`src/rtl/syn_global_pkg.sv`:
```
// Shared types and constants for the local-bus fabric: FSM state encoding,
// local register offsets and the error/unmapped read pattern.
package syn_global_pkg;

  typedef enum logic [1:0] {
    LB_FAB_IDLE = 2'd0,
    LB_FAB_WAIT = 2'd1,
    LB_FAB_RESP = 2'd2
  } lb_fab_state_t;

  localparam int LB_FAB_SRST_OFF   = 0;
  localparam int LB_FAB_TOCNT_OFF  = 1;
  localparam int LB_FAB_STATUS_OFF = 2;

  // Wide enough for any DATA_W in use; callers slice the low DATA_W bits.
  localparam logic [1023:0] LB_FAB_ERR_DATA = '1;

endpackage

```
`src/rtl/syn_lb_srst_gen.sv`:
```
// Per-slave soft-reset stretcher: a trigger starts (or restarts) a pulse of
// RST_PULSE_W cycles; the output is held high while the fabric is in reset.
module syn_lb_srst_gen #(
  parameter int RST_PULSE_W = 4
) (
  input  logic clk_ir,
  input  logic rst_sync,
  input  logic trig,
  output logic srst
);

  localparam int CNT_W = (RST_PULSE_W > 1) ? $clog2(RST_PULSE_W) : 1;

  logic [CNT_W-1:0] cnt;

  // cnt holds the number of pulse cycles still to come after the current one
  always_ff @(posedge clk_ir) begin
    if (rst_sync) begin
      srst <= 1'b1;
      cnt  <= '0;
    end else if (trig) begin
      srst <= 1'b1;
      cnt  <= CNT_W'(RST_PULSE_W - 1);
    end else if (cnt != '0) begin
      cnt  <= cnt - CNT_W'(1);
    end else begin
      srst <= 1'b0;
    end
  end

endmodule

```
`src/rtl/syn_lb_fabric.sv`:
```
// Local-bus address-decode fabric: one master port fanned out to NUM_SLAVES
// slaves by block code, one outstanding transaction, registered responses.
// Optional slave timeout and TO_CNT register: SYN_LB_FABRIC_TIMEOUT_EN.
module syn_lb_fabric
  import syn_global_pkg::*;
#(
  parameter int NUM_SLAVES  = 4,
  parameter int DATA_W      = 32,
  parameter int ADDR_W      = 12,
  parameter int CODE_W      = 4,
  parameter int TIMEOUT_CYC = 255,
  parameter int RST_PULSE_W = 4
) (
  input  logic                         clk_ir,
  input  logic                         rst_sync,
  input  logic                         m_rd_en,
  input  logic                         m_wr_en,
  input  logic [ADDR_W-1:0]            m_addr,
  input  logic [DATA_W-1:0]            m_wr_data,
  output logic                         m_wr_valid,
  output logic                         m_rd_valid,
  output logic [DATA_W-1:0]            m_rd_data,
  output logic [NUM_SLAVES-1:0]        s_rd_en,
  output logic [NUM_SLAVES-1:0]        s_wr_en,
  output logic [ADDR_W-CODE_W-1:0]     s_addr,
  output logic [DATA_W-1:0]            s_wr_data,
  input  logic [NUM_SLAVES-1:0]        s_wr_valid,
  input  logic [NUM_SLAVES-1:0]        s_rd_valid,
  input  logic [NUM_SLAVES*DATA_W-1:0] s_rd_data,
  output logic [NUM_SLAVES-1:0]        srst_o
);

  localparam int LOC_W = ADDR_W - CODE_W;
  localparam int SEL_W = (NUM_SLAVES > 1) ? $clog2(NUM_SLAVES) : 1;

  lb_fab_state_t state, state_nxt;

  logic [CODE_W-1:0]     code;
  logic [LOC_W-1:0]      loc;
  logic                  req, is_slave, is_local, launch;
  logic [NUM_SLAVES-1:0] code_onehot, sel_onehot;
  logic [SEL_W-1:0]      sel;
  logic                  sel_wr;
  logic                  hit_valid, timeout;
  logic [15:0]           to_rd;
  logic [1:0]            status;
  logic [DATA_W-1:0]     loc_rd;

  logic                  rsp_rd, rsp_wr;
  logic [DATA_W-1:0]     rsp_data;
  logic [NUM_SLAVES-1:0] stb_rd, stb_wr, srst_trig;
  logic                  drop_set, spur_set;
  logic [1:0]            st_clr;

  assign code        = m_addr[ADDR_W-1 -: CODE_W];
  assign loc         = m_addr[LOC_W-1:0];
  assign req         = m_rd_en | m_wr_en;
  assign is_slave    = int'(code) < NUM_SLAVES;
  assign is_local    = code == {CODE_W{1'b1}};
  assign launch      = (state == LB_FAB_IDLE) && req && is_slave;
  assign code_onehot = NUM_SLAVES'(1) << code;
  assign sel_onehot  = NUM_SLAVES'(1) << sel;
  // Only the valid matching the outstanding direction completes the transaction
  assign hit_valid   = sel_wr ? s_wr_valid[sel] : s_rd_valid[sel];

`ifdef SYN_LB_FABRIC_TIMEOUT_EN
  localparam int TMR_W = $clog2(TIMEOUT_CYC + 1);

  logic [TMR_W-1:0] tmr;
  logic [15:0]      to_cnt;
  logic             to_clr;

  assign timeout = (state == LB_FAB_WAIT) && !hit_valid && (tmr == TMR_W'(TIMEOUT_CYC - 1));
  assign to_clr  = (state == LB_FAB_IDLE) && m_wr_en && is_local && (loc == LOC_W'(LB_FAB_TOCNT_OFF));
  assign to_rd   = to_cnt;

  always_ff @(posedge clk_ir) begin
    if (rst_sync || state != LB_FAB_WAIT) tmr <= '0;
    else                                  tmr <= tmr + TMR_W'(1);
  end

  always_ff @(posedge clk_ir) begin
    if (rst_sync || to_clr)                 to_cnt <= '0;
    else if (timeout && to_cnt != 16'hFFFF) to_cnt <= to_cnt + 16'd1;
  end
`else
  assign timeout = 1'b0;
  assign to_rd   = 16'h0;
`endif

  always_comb begin
    loc_rd = '0;
    if (loc == LOC_W'(LB_FAB_TOCNT_OFF))  loc_rd = {{(DATA_W-16){1'b0}}, to_rd};
    if (loc == LOC_W'(LB_FAB_STATUS_OFF)) loc_rd = {{(DATA_W-2){1'b0}}, status};
  end

  always_ff @(posedge clk_ir) begin
    if (rst_sync) state <= LB_FAB_IDLE;
    else          state <= state_nxt;
  end

  always_comb begin
    state_nxt = state;
    case (state)
      LB_FAB_IDLE: if (req) state_nxt = is_slave ? LB_FAB_WAIT : LB_FAB_RESP;
      LB_FAB_WAIT: if (hit_valid || timeout) state_nxt = LB_FAB_RESP;
      LB_FAB_RESP: state_nxt = LB_FAB_IDLE;
      default:     state_nxt = LB_FAB_IDLE;
    endcase
  end

  // Next values of every registered output and sticky flag
  always_comb begin
    rsp_rd    = 1'b0;
    rsp_wr    = 1'b0;
    rsp_data  = '0;
    stb_rd    = '0;
    stb_wr    = '0;
    srst_trig = '0;
    drop_set  = 1'b0;
    spur_set  = 1'b0;
    st_clr    = '0;
    case (state)
      LB_FAB_IDLE: begin
        if (req) begin
          if (is_slave) begin
            stb_wr = m_wr_en ? code_onehot : '0;
            stb_rd = m_wr_en ? '0 : code_onehot;
          end else if (is_local) begin
            rsp_wr   = m_wr_en;
            rsp_rd   = ~m_wr_en;
            rsp_data = loc_rd;
            if (m_wr_en && loc == LOC_W'(LB_FAB_SRST_OFF))   srst_trig = m_wr_data[NUM_SLAVES-1:0];
            if (m_wr_en && loc == LOC_W'(LB_FAB_STATUS_OFF)) st_clr    = m_wr_data[1:0];
          end else begin
            rsp_wr   = m_wr_en;
            rsp_rd   = ~m_wr_en;
            rsp_data = LB_FAB_ERR_DATA[DATA_W-1:0];
          end
        end
      end
      LB_FAB_WAIT: begin
        drop_set = req;
        spur_set = |((s_rd_valid | s_wr_valid) & ~sel_onehot);
        if (hit_valid) begin
          rsp_wr   = sel_wr;
          rsp_rd   = ~sel_wr;
          rsp_data = s_rd_data[sel*DATA_W +: DATA_W];
        end else if (timeout) begin
          rsp_wr   = sel_wr;
          rsp_rd   = ~sel_wr;
          rsp_data = LB_FAB_ERR_DATA[DATA_W-1:0];
        end
      end
      LB_FAB_RESP: drop_set = req;
      default: ;
    endcase
  end

  // Registered output stage
  always_ff @(posedge clk_ir) begin
    if (rst_sync) begin
      m_rd_valid <= 1'b0;
      m_wr_valid <= 1'b0;
      m_rd_data  <= '0;
      s_rd_en    <= '0;
      s_wr_en    <= '0;
      s_addr     <= '0;
      s_wr_data  <= '0;
      sel        <= '0;
      sel_wr     <= 1'b0;
      status     <= '0;
    end else begin
      m_rd_valid <= rsp_rd;
      m_wr_valid <= rsp_wr;
      if (rsp_rd) m_rd_data <= rsp_data;
      s_rd_en    <= stb_rd;
      s_wr_en    <= stb_wr;
      if (launch) begin
        s_addr    <= loc;
        s_wr_data <= m_wr_data;
        sel       <= code[SEL_W-1:0];
        sel_wr    <= m_wr_en;
      end
      status     <= (status & ~st_clr) | {spur_set, drop_set};
    end
  end

  for (genvar i = 0; i < NUM_SLAVES; i++) begin : g_srst
    syn_lb_srst_gen #(.RST_PULSE_W(RST_PULSE_W)) u_srst (
      .clk_ir  (clk_ir),
      .rst_sync(rst_sync),
      .trig    (srst_trig[i]),
      .srst    (srst_o[i])
    );
  end

endmodule

```
`config.mk`:
```
export PLATFORM = sky130hd
export DESIGN_NAME = syn_lb_fabric
export DESIGN_NICKNAME = d
export VERILOG_FILES = /design/src/rtl/syn_global_pkg.sv /design/src/rtl/syn_lb_srst_gen.sv /design/src/rtl/syn_lb_fabric.sv
export SDC_FILE = /design/constraint.sdc
export NUM_CORES = 1
export LEC_CHECK = 0
export ABC_CLOCK_PERIOD_IN_PS = 4330
export CAP_MARGIN = 0
export CORE_AREA = 2 2 133 135
export CTS_CLUSTER_DIAMETER = 60
export DETAILED_ROUTE_END_ITERATION = 12
export DIE_AREA = 0 0 135 137
export PLACE_DENSITY = 0.61
export SLEW_MARGIN = 10
export SYNTH_ARGS = -nofsm -noshare
export SYNTH_HDL_FRONTEND = slang
export SYNTH_HIERARCHICAL = 1
export SYNTH_SLANG_ARGS = --single-unit
export TNS_END_PERCENT = 1
```
`constraint.sdc`:
```
create_clock -name clk_ir -period 4.33 [get_ports clk_ir]
set_clock_uncertainty 0.05 [all_clocks]
set_input_delay 1.299 -clock clk_ir [delete_from_list [all_inputs] [get_ports clk_ir]]
set_output_delay 1.299 -clock clk_ir [all_outputs]
set_load 0.005 [all_outputs]
```
## Word level (Yosys, flattened, before mapping)

Index checks and enable logic that the tools add are counted.

- Word-level logic and storage cells: 112
- Output and inout port bits: 86
- Input port bits: 184
- Bits in registers: 101

- Mux-type cells: 43
- Add/subtract/negate cells: 4
- Reductions and logical operators: 23
- Magnitude comparators: 2
- Eq/ne operators: 6
- Shift-type cells: 3
- Bitwise logic cells: 12

Operators by type and width:

| kind | count |
|---|---|
| 2-to-1 mux 32 bit | 4 |
| indexed part select 128 x 8 -> 32 bit | 1 |
| one-hot mux 32 bit (2 select lines) | 1 |
| 2-to-1 mux 2 bit | 17 |
| 2-to-1 mux 4 bit | 5 |
| nonzero test 2 bit | 8 |
| 2-to-1 mux 1 bit | 11 |
| OR reduction 2 bit | 5 |
| OR reduction 5 bit | 2 |
| equality test 8 x 2 -> 1 bit (second input constant) | 1 |
| zero test 8 bit | 1 |
| subtractor 2 x 1 -> 2 bit (second input constant) | 4 |
| inverter 1 bit | 5 |
| AND 4 bit | 1 |
| binary-select mux 1 bit (select 2 bit) | 2 |
| equality test 4 bit (second input constant) | 1 |
| logical AND 1 bit | 4 |
| less-than comparator 4 x 3 -> 1 bit (second input constant) | 1 |
| != test 2 bit (second input constant) | 2 |
| inverter 4 bit | 1 |
| bitwise OR 4 bit | 1 |
| one-hot mux 1 bit (2 select lines) | 2 |
| one-hot mux 2 bit (2 select lines) | 1 |
| OR reduction 4 bit | 1 |
| other kinds (11) | 11 |

## Longest topological paths before layout

Gate-level depths: netlist of the first run.

- Word-level depth: 10
- Depth in mapped cells: 8
- Depth with buffers taken out: 7

## Modules after synthesis

The synthesis of the first run kept the hierarchy.

By module, submodules not included:

| module | sequential area each (sq um) | times used | area an instance (sq um) | cells each |
|---|---|---|---|---|
| syn_lb_fabric | 1,781.7 | 1 | 4,354.2 | 466 |
| syn_lb_srst_gen | 60.1 | 4 | 128.9 | 14 |

## Least setup slack after synthesis of the first run

OpenSTA, ideal clock, no wires.

- Path kind: input -> register
- From: in m_addr[9]
- To: reg m_rd_data[10]
- Arrival: 2.445 ns
- Library setup time: 0.146 ns
- Required time: 4.134 ns
- Path buffers: 2
- Stages: 6
- Slack: 1.689 ns
- Cell sequence: clkbuf_1 -> and4_1 -> nor3_1 -> nor2_1 -> buf_2 -> a211oi_2

- Longest elaborated chain between the ends: 5
- Elaborated cells between the ends (all ways): 9
- Those cells by class: order compare (1); eq/ne (1); mux (7)

RTL lines:

| element | line | RTL |
|---|---|---|
| start: declaration | syn_lb_fabric.sv:18 | `input logic [ADDR_W-1:0] m_addr,` |
| branches (longest 5 deep; another with less-than comparator 4 x 3 -> 1 bit) | -- |  |
| end signal: assignment | syn_lb_fabric.sv:176 | `if (rsp_rd) m_rd_data <= rsp_data;` |
| end: declaration | syn_lb_fabric.sv:22 | `output logic [DATA_W-1:0] m_rd_data,` |

Several ways; the timed one is not identified.
A chain may end at the register's enable or synchronous reset.

## Final worst setup path of the first run

- From: in m_wr_en
- To: reg state[0]

- Longest elaborated chain between the ends: 3

RTL lines:

| element | line | RTL |
|---|---|---|
| start: declaration | syn_lb_fabric.sv:17 | `input logic m_wr_en,` |
| bitwise OR 1 bit | syn_lb_fabric.sv:57 | `assign req = m_rd_en \| m_wr_en;` |
| != test 2 bit (no line) | -- |  |
| AND reduction 2 bit (no line) | -- |  |
| end signal: assignment | syn_lb_fabric.sv:99 | `else state <= state_nxt;` |
| end: declaration | syn_lb_fabric.sv:36 | `lb_fab_state_t state, state_nxt;` |

Every way passes these cells.

==> flow_metrics.py, run 1 <==
metrics = {
    "cells_and_area": {
        "nets": 959,
        "syn_to_final_growth_pct": 64.6,
        "fin_util": 0.470,
        "fin_area_um2": 8010,
        "diodes": 0,
        "layout-drive-gt1-share": 0.119,
        "nFillCells": 1594,
    },
    "place": {
        "io_buffers": 269,
        "dp_hpwl_um": 12800,
        "pre_cts_ws_ps": 667,
        "gp_congestion": 0.827,
        "placed_area_um2": 7710,
    },
    "synthesis": {
        "ys.flop_type": "dfxtp_1",
        "synth_cell_types": 34,
        "synth_top_area_share": 0.415,
        "ys_async_sr_fraction": 0,
        "syn_inst": 522,
        "synth.area.top_cells": "dfxtp_1 42%, mux4_2 15%, nand2_1 9.2%, a211oi_2 7.7%, a21oi_1 4.9%",
        "synth_nets": 712,
        "ys_ff_latch": 101,
        "synth_edf_count": 0,
        "syn_area_um2": 4870,
        "yosysWarnings": 6,
        "syn_avg_cell_area_um2": 9.33,
        "yosysSeqAreaShare": 0.415,
        "yosysTopAreaCell": "dfxtp_1",
    },
    "global_routing": {
        "antenna_found_initial": 0,
        "grt_max_degree": 75,
        "gr-total-overflow": 0,
        "grt_first_pass_wirelength_um": 25700,
        "grt_pass1_vias": 4840,
        "track_usage": 0.178,
    },
    "sta": {
        "rsz0062_at_grt": "false",
        "maxSlewViolCount": 0,
        "setup_viol_count_final": 0,
        "tightest_slew_ps": 973,
        "hold_violations": 0,
        "fin_setup_tns_ps": 0,
        "fmax_mhz": 303,
        "period_minus_slack_ps": 3300,
        "setup_ws_ps": 1030,
        "maxSlewHeadroom": 0.351,
        "fin_crit_sh": 0.762,
    },
    "setup_path": {
        "max_stage_delay_ps": 820,
        "worstPathArrival_ps": 3450,
        "cp_max_fo": 48,
        "critPathLaunchType": "primary input",
        "worstSetupPathType": "primary input to register",
        "reg2reg_slack_ps": 1650,
        "end_kind": "register",
        "cp_cell_sequence": "clkdlybuf4s50_1 > o21ai_0 > or2_2 > a211o_1 > o31ai_1",
        "required_ps": 4480,
        "cp_slowest_cell": "or2_2",
    },
    "power_and_ir_drop": {
        "power.switching_mw": 0.702,
        "finalPower_mw": 2.62,
        "switching_share": 0.268,
        "p_leak_nw": 2.75,
        "peakVddDrop_mv": 0.229,
        "intPower_mw": 1.92,
        "comb_power_share": 0.272,
        "pwr-share-clk": 0.318,
        "seqPwrFrac": 0.410,
        "p_per_area_nw_per_um2": 327,
    },
    "clock_network": {
        "clockBufferDepth": 2,
        "cts_inserted_buffers": 9,
        "clkLatencyLatePin_ps": 350,
        "cts-hold-fix-buffers": 0,
        "cts-resized-gates": 0,
        "post_cts_buffers": 0,
        "clk_pin_slew_worst_paths_ps": 70,
        "cts-root-buf": "clkbuf_16",
        "tritoncts": "built",
        "clock-sinks": 101,
        "cts-htree-levels": 3,
    },
    "drt": {
        "drt_pass1_iterations": 4,
        "drc": 0,
        "wirelength_um": 17000,
        "final_antenna_net_count": 0,
        "via_per_inst": 4.71,
        "vias": 4705,
        "wire_per_inst_um": 17.0,
        "drt-initial-drc-count": 131,
    },
    "die": {
        "initial_utilization": 0.286,
        "io_pins": 270,
        "die_x_um": 135,
        "design.die.area_um2": 18500,
        "core_um2": 17100,
        "die_h_um": 137,
        "rows": 48,
    },
    "min_path": {
        "hp-class": "register to register",
    },
    "run_status": {
        "outcome": "finished clean",
    },
    "run": {
        "cap_violations": 0,
    },
}
## power groups by stage
stage                     combinational (mW)  clock, mW  sequential (mW)
final                                  0.712      0.833             1.07
after global routing                   0.781      0.905             1.09
after CTS                              0.722      0.866             1.08
after detailed placement               0.716          0             1.10
after global placement                 0.686          0             1.09
after floorplan                        0.353          0             1.09
## registers in the layout, summed over array words and instances (netlist names)
register	count
g_srst.u_srst/cnt	8
g_srst.u_srst/srst	4
m_rd_data	32
m_rd_valid	1
m_wr_valid	1
s_addr	8
s_rd_en	4
s_wr_data	32
s_wr_en	4
sel	2
sel_wr	1
state	2
status	2
## kinds of logic after synthesis
| family | count (synthesis) | synth area share |
|---|---|---|
| flops | 101 | 0.415 |
| simple gates | 205 | 0.174 |
| fa+ha+maj | 6 | 0.0154 |
| buf+inv | 59 | 0.0540 |
| compound gates | 106 | 0.165 |
| mux | 41 | 0.169 |
| xor+xnor | 4 | 0.00719 |
## layer usage
| metal | vias to the layer above | track usage | share of wire |
|---|---|---|---|
| li1 | 2305 | - | - |
| met1 | 2195 | 0.201 | 0.39 |
| met2 | 187 | 0.319 | 0.50 |
| met3 | 18 | 0.0581 | 0.091 |
| met4 | 0 | 0.0550 | 0.017 |
| met5 | - | 0 | 0 |
## per-stage QoR
stage                     hold WS (ps)  instances
after floorplan                    403        522
final                              407        999
after global placement             392        983
after CTS                          407        999
after global routing               423        999
after detailed placement           398        983
## cell usage in the layout (no fill, tap or decap), types with 3 or more instances in the layout
cell type,count
o22ai_1,3
o21ai_0,11
nor4_1,7
mux4_2,33
nand2_1,120
a21oi_1,48
clkbuf_16,9
dfxtp_1,99
o21ba_1,4
buf_4,7
ha_1,6
nor3_1,7
a22oi_1,5
xnor2_1,4
a211oi_2,30
clkdlybuf4s50_1,268
nor2_1,52
mux2i_1,8
inv_1,20
nand2b_1,3
## cell type report
cell class              count  area, um2  share of cell area
repair buffers            275       2740               0.341
multi-input cells         362       2600               0.324
flip-flops and latches    101       2020               0.253
well taps                 225        282              0.0351
clock buffers              11        243              0.0303
inverters                  20       75.1             0.00937
clock inverters             5       57.6             0.00718
## synth_stat cells, types with 4 or more instances
library cell / count
nand2_1: 120
dfxtp_1: 101
nor2_1: 54
a21oi_1: 48
mux4_2: 33
a211oi_2: 30
clkbuf_1: 24
inv_1: 20
o21ai_0: 11
mux2i_1: 8
nor3_1: 7
nor4_1: 7
buf_2: 6
ha_1: 6
a22oi_1: 5
o21ba_1: 4
xnor2_1: 4
## worst paths after layout
kind | from | end | cells after the start
worst max-delay path | m_wr_en | state[0]$_SDFFE_PP0P_ | 5
worst min-delay path | s_wr_data[6]$_SDFFE_PP0P_ | s_wr_data[6]$_SDFFE_PP0P_ | 2
worst max register to register | sel[1]$_SDFFE_PP0P_ | m_rd_data[1]$_SDFFE_PP0P_ | 6
worst min register to register | s_wr_data[6]$_SDFFE_PP0P_ | s_wr_data[6]$_SDFFE_PP0P_ | 2
## critical path: cells and delay by family
family,cells,cell delay (ps)
AOI/OAI and AO/OA,3,710
and+or+nand+nor,1,820
buffers and inverters,1,600
(Power assumes the default switching activity.)
==> inputs of run 2 (changes only) <==
--- a/config.mk
+++ b/config.mk
@@ -5,7 +5,7 @@
 export SDC_FILE = /design/constraint.sdc
 export NUM_CORES = 1
 export LEC_CHECK = 0
-export ABC_CLOCK_PERIOD_IN_PS = 4330
+export ABC_CLOCK_PERIOD_IN_PS = 3440
 export CAP_MARGIN = 0
 export CORE_AREA = 2 2 133 135
 export CTS_CLUSTER_DIAMETER = 60
==> constraint.sdc (replaced) <==
create_clock -name clk_ir -period 3.44 [get_ports clk_ir]
set_clock_uncertainty 0.05 [all_clocks]
set_input_delay 1.032 -clock clk_ir [delete_from_list [all_inputs] [get_ports clk_ir]]
set_output_delay 1.032 -clock clk_ir [all_outputs]
set_load 0.005 [all_outputs]
==> flow_metrics.py, run 2 (synthesis gave the netlist of run 1 again) <==
metrics = {
    "clock_network": {
        "cts-root-buf": "clkbuf_16",
        "tritoncts": "built",
        "clk_pin_slew_worst_paths_ps": 70,
        "cts-hold-fix-buffers": 0,
        "cts-htree-levels": 3,
        "clkLatencyLatePin_ps": 350,
        "clockBufferDepth": 2,
        "cts_inserted_buffers": 9,
        "clock-sinks": 101,
        "post_cts_buffers": 0,
        "cts-resized-gates": 0,
    },
    "die": {
        "die_h_um": 137,
        "rows": 48,
        "die_x_um": 135,
        "design.die.area_um2": 18500,
        "io_pins": 270,
        "initial_utilization": 0.286,
        "core_um2": 17100,
    },
    "power_and_ir_drop": {
        "pwr-share-clk": 0.313,
        "switching_share": 0.267,
        "p_leak_nw": 2.79,
        "power.switching_mw": 0.881,
        "peakVddDrop_mv": 0.290,
        "finalPower_mw": 3.30,
        "intPower_mw": 2.42,
        "p_per_area_nw_per_um2": 408,
        "comb_power_share": 0.276,
        "seqPwrFrac": 0.411,
    },
    "sta": {
        "period_minus_slack_ps": 2730,
        "tightest_slew_ps": 768,
        "hold_violations": 0,
        "whs_ps": 402,
        "fmax_mhz": 366,
        "fin_setup_tns_ps": 0,
        "maxSlewHeadroom": 0.488,
        "setup_viol_count_final": 0,
        "rsz0062_at_grt": "false",
        "maxSlewViolCount": 0,
        "fin_crit_sh": 0.794,
    },
    "global_routing": {
        "antenna_found_initial": 0,
        "grt_first_pass_wirelength_um": 25200,
        "gr-total-overflow": 0,
        "grt_pass1_vias": 4787,
        "track_usage": 0.178,
        "grt_max_degree": 54,
    },
    "setup_path": {
        "end_kind": "register",
        "reg2reg_slack_ps": 940,
        "rr_endpoint": "m_rd_data[8]$_SDFFE_PP0P_",
        "worstSetupPathType": "primary input to register",
        "cp_max_fo": 19,
        "regToRegStartpoint": "sel[0]$_SDFFE_PP0P_",
        "required_ps": 3650,
        "critPathLaunchType": "primary input",
        "reg2reg_depth": 6,
        "worstPathArrival_ps": 2950,
    },
    "cells_and_area": {
        "diodes": 0,
        "layout-drive-gt1-share": 0.126,
        "final_cell_mix": "268 x clkdlybuf4s50_1, 120 x nand2_1, 99 x dfxtp_1",
        "fin_util": 0.474,
        "nFillCells": 1617,
        "seq_area_um2": 2020,
        "syn_to_final_growth_pct": 66.1,
        "nets": 964,
        "fin_cells": 1004,
        "layout_commonest_cell": "clkdlybuf4s50_1",
        "multi_input_area_um2": 2600,
        "largest_registers": "m_rd_data x32, s_wr_data x32",
    },
    "run": {
        "cap_violations": 0,
    },
    "min_path": {
        "hold_end": "s_wr_data[8]$_SDFFE_PP0P_",
        "hp-start": "s_wr_data[8]$_SDFFE_PP0P_",
        "hold_path_depth": 2,
        "hp-class": "register to register",
    },
    "drt": {
        "final_antenna_net_count": 0,
        "drt_pass1_iterations": 4,
        "drt-initial-drc-count": 153,
        "via_per_inst": 4.75,
        "wirelength_um": 17200,
        "wire_per_inst_um": 17.1,
        "vias": 4770,
        "drc": 0,
    },
    "place": {
        "dpl.cell_count": 988,
        "dp_hpwl_um": 13400,
        "gp_congestion": 0.765,
        "io_buffers": 269,
    },
    "run_status": {
        "outcome": "finished clean",
    },
}
## run 2: worst max-delay path by stage
stage	to	startpoint	depth (start not counted)	slack, ps
4_1_cts	m_rd_data[8]$_SDFFE_PP0P_	s_wr_valid[3]	7	700
5_1_grt	m_rd_data[1]$_SDFFE_PP0P_	m_addr[0]	6	610
3_5_place_dp	m_rd_data[8]$_SDFFE_PP0P_	s_wr_valid[3]	7	340
6_report	m_rd_data[8]$_SDFFE_PP0P_	s_wr_valid[3]	7	710
2_1_floorplan	m_rd_data[10]$_SDFFE_PP0P_	m_addr[9]	6	1070
3_3_place_gp	m_rd_data[0]$_SDFFE_PP0P_	m_addr[0]	6	400
## run 2: power by group through the flow
stage / combinational (mW) / sequential [mW] / clock, mW
after global placement: 0.874 / 1.37 / 0
after floorplan: 0.445 / 1.37 / 0
after CTS: 0.927 / 1.36 / 1.07
final: 0.910 / 1.35 / 1.03
after detailed placement: 0.920 / 1.38 / 0
after global routing: 0.989 / 1.37 / 1.11
## run 2: metrics by stage
step	setup slack (ps)	area, um2
global placement	404	7790
CTS	702	8090
floorplan	1070	4870
finish	707	8090
detailed placement	336	7790
global route	615	8090
## run 2: layout make-up
| type | instances | area share |
|---|---|---|
| Clock inverter | 6 | 0.00773 |
| Tap cell | 225 | 0.0348 |
| Clock buffer | 10 | 0.0295 |
| Sequential cell | 101 | 0.250 |
| Timing Repair Buffer | 280 | 0.347 |
| Inverter | 20 | 0.00928 |
| Multi-Input combinational cell | 362 | 0.321 |
## run 2: worst max-delay path: stages
cell and delay, ps:
clkdlybuf4s50_1 510, mux2i_1 110, mux4_2 560, nor2b_2 160, buf_4 250, nand2_1 100
a211oi_2 230
## run 2: metal layers
metal,vias to the layer above,share of wire,GRT usage,routed length [um]
met4,0,0.015,0.0584,256
li1,2316,-,-,-
met3,17,0.087,0.0533,1490
met5,-,0,0,0
met1,2244,0.39,0.203,6720
met2,193,0.51,0.317,8740
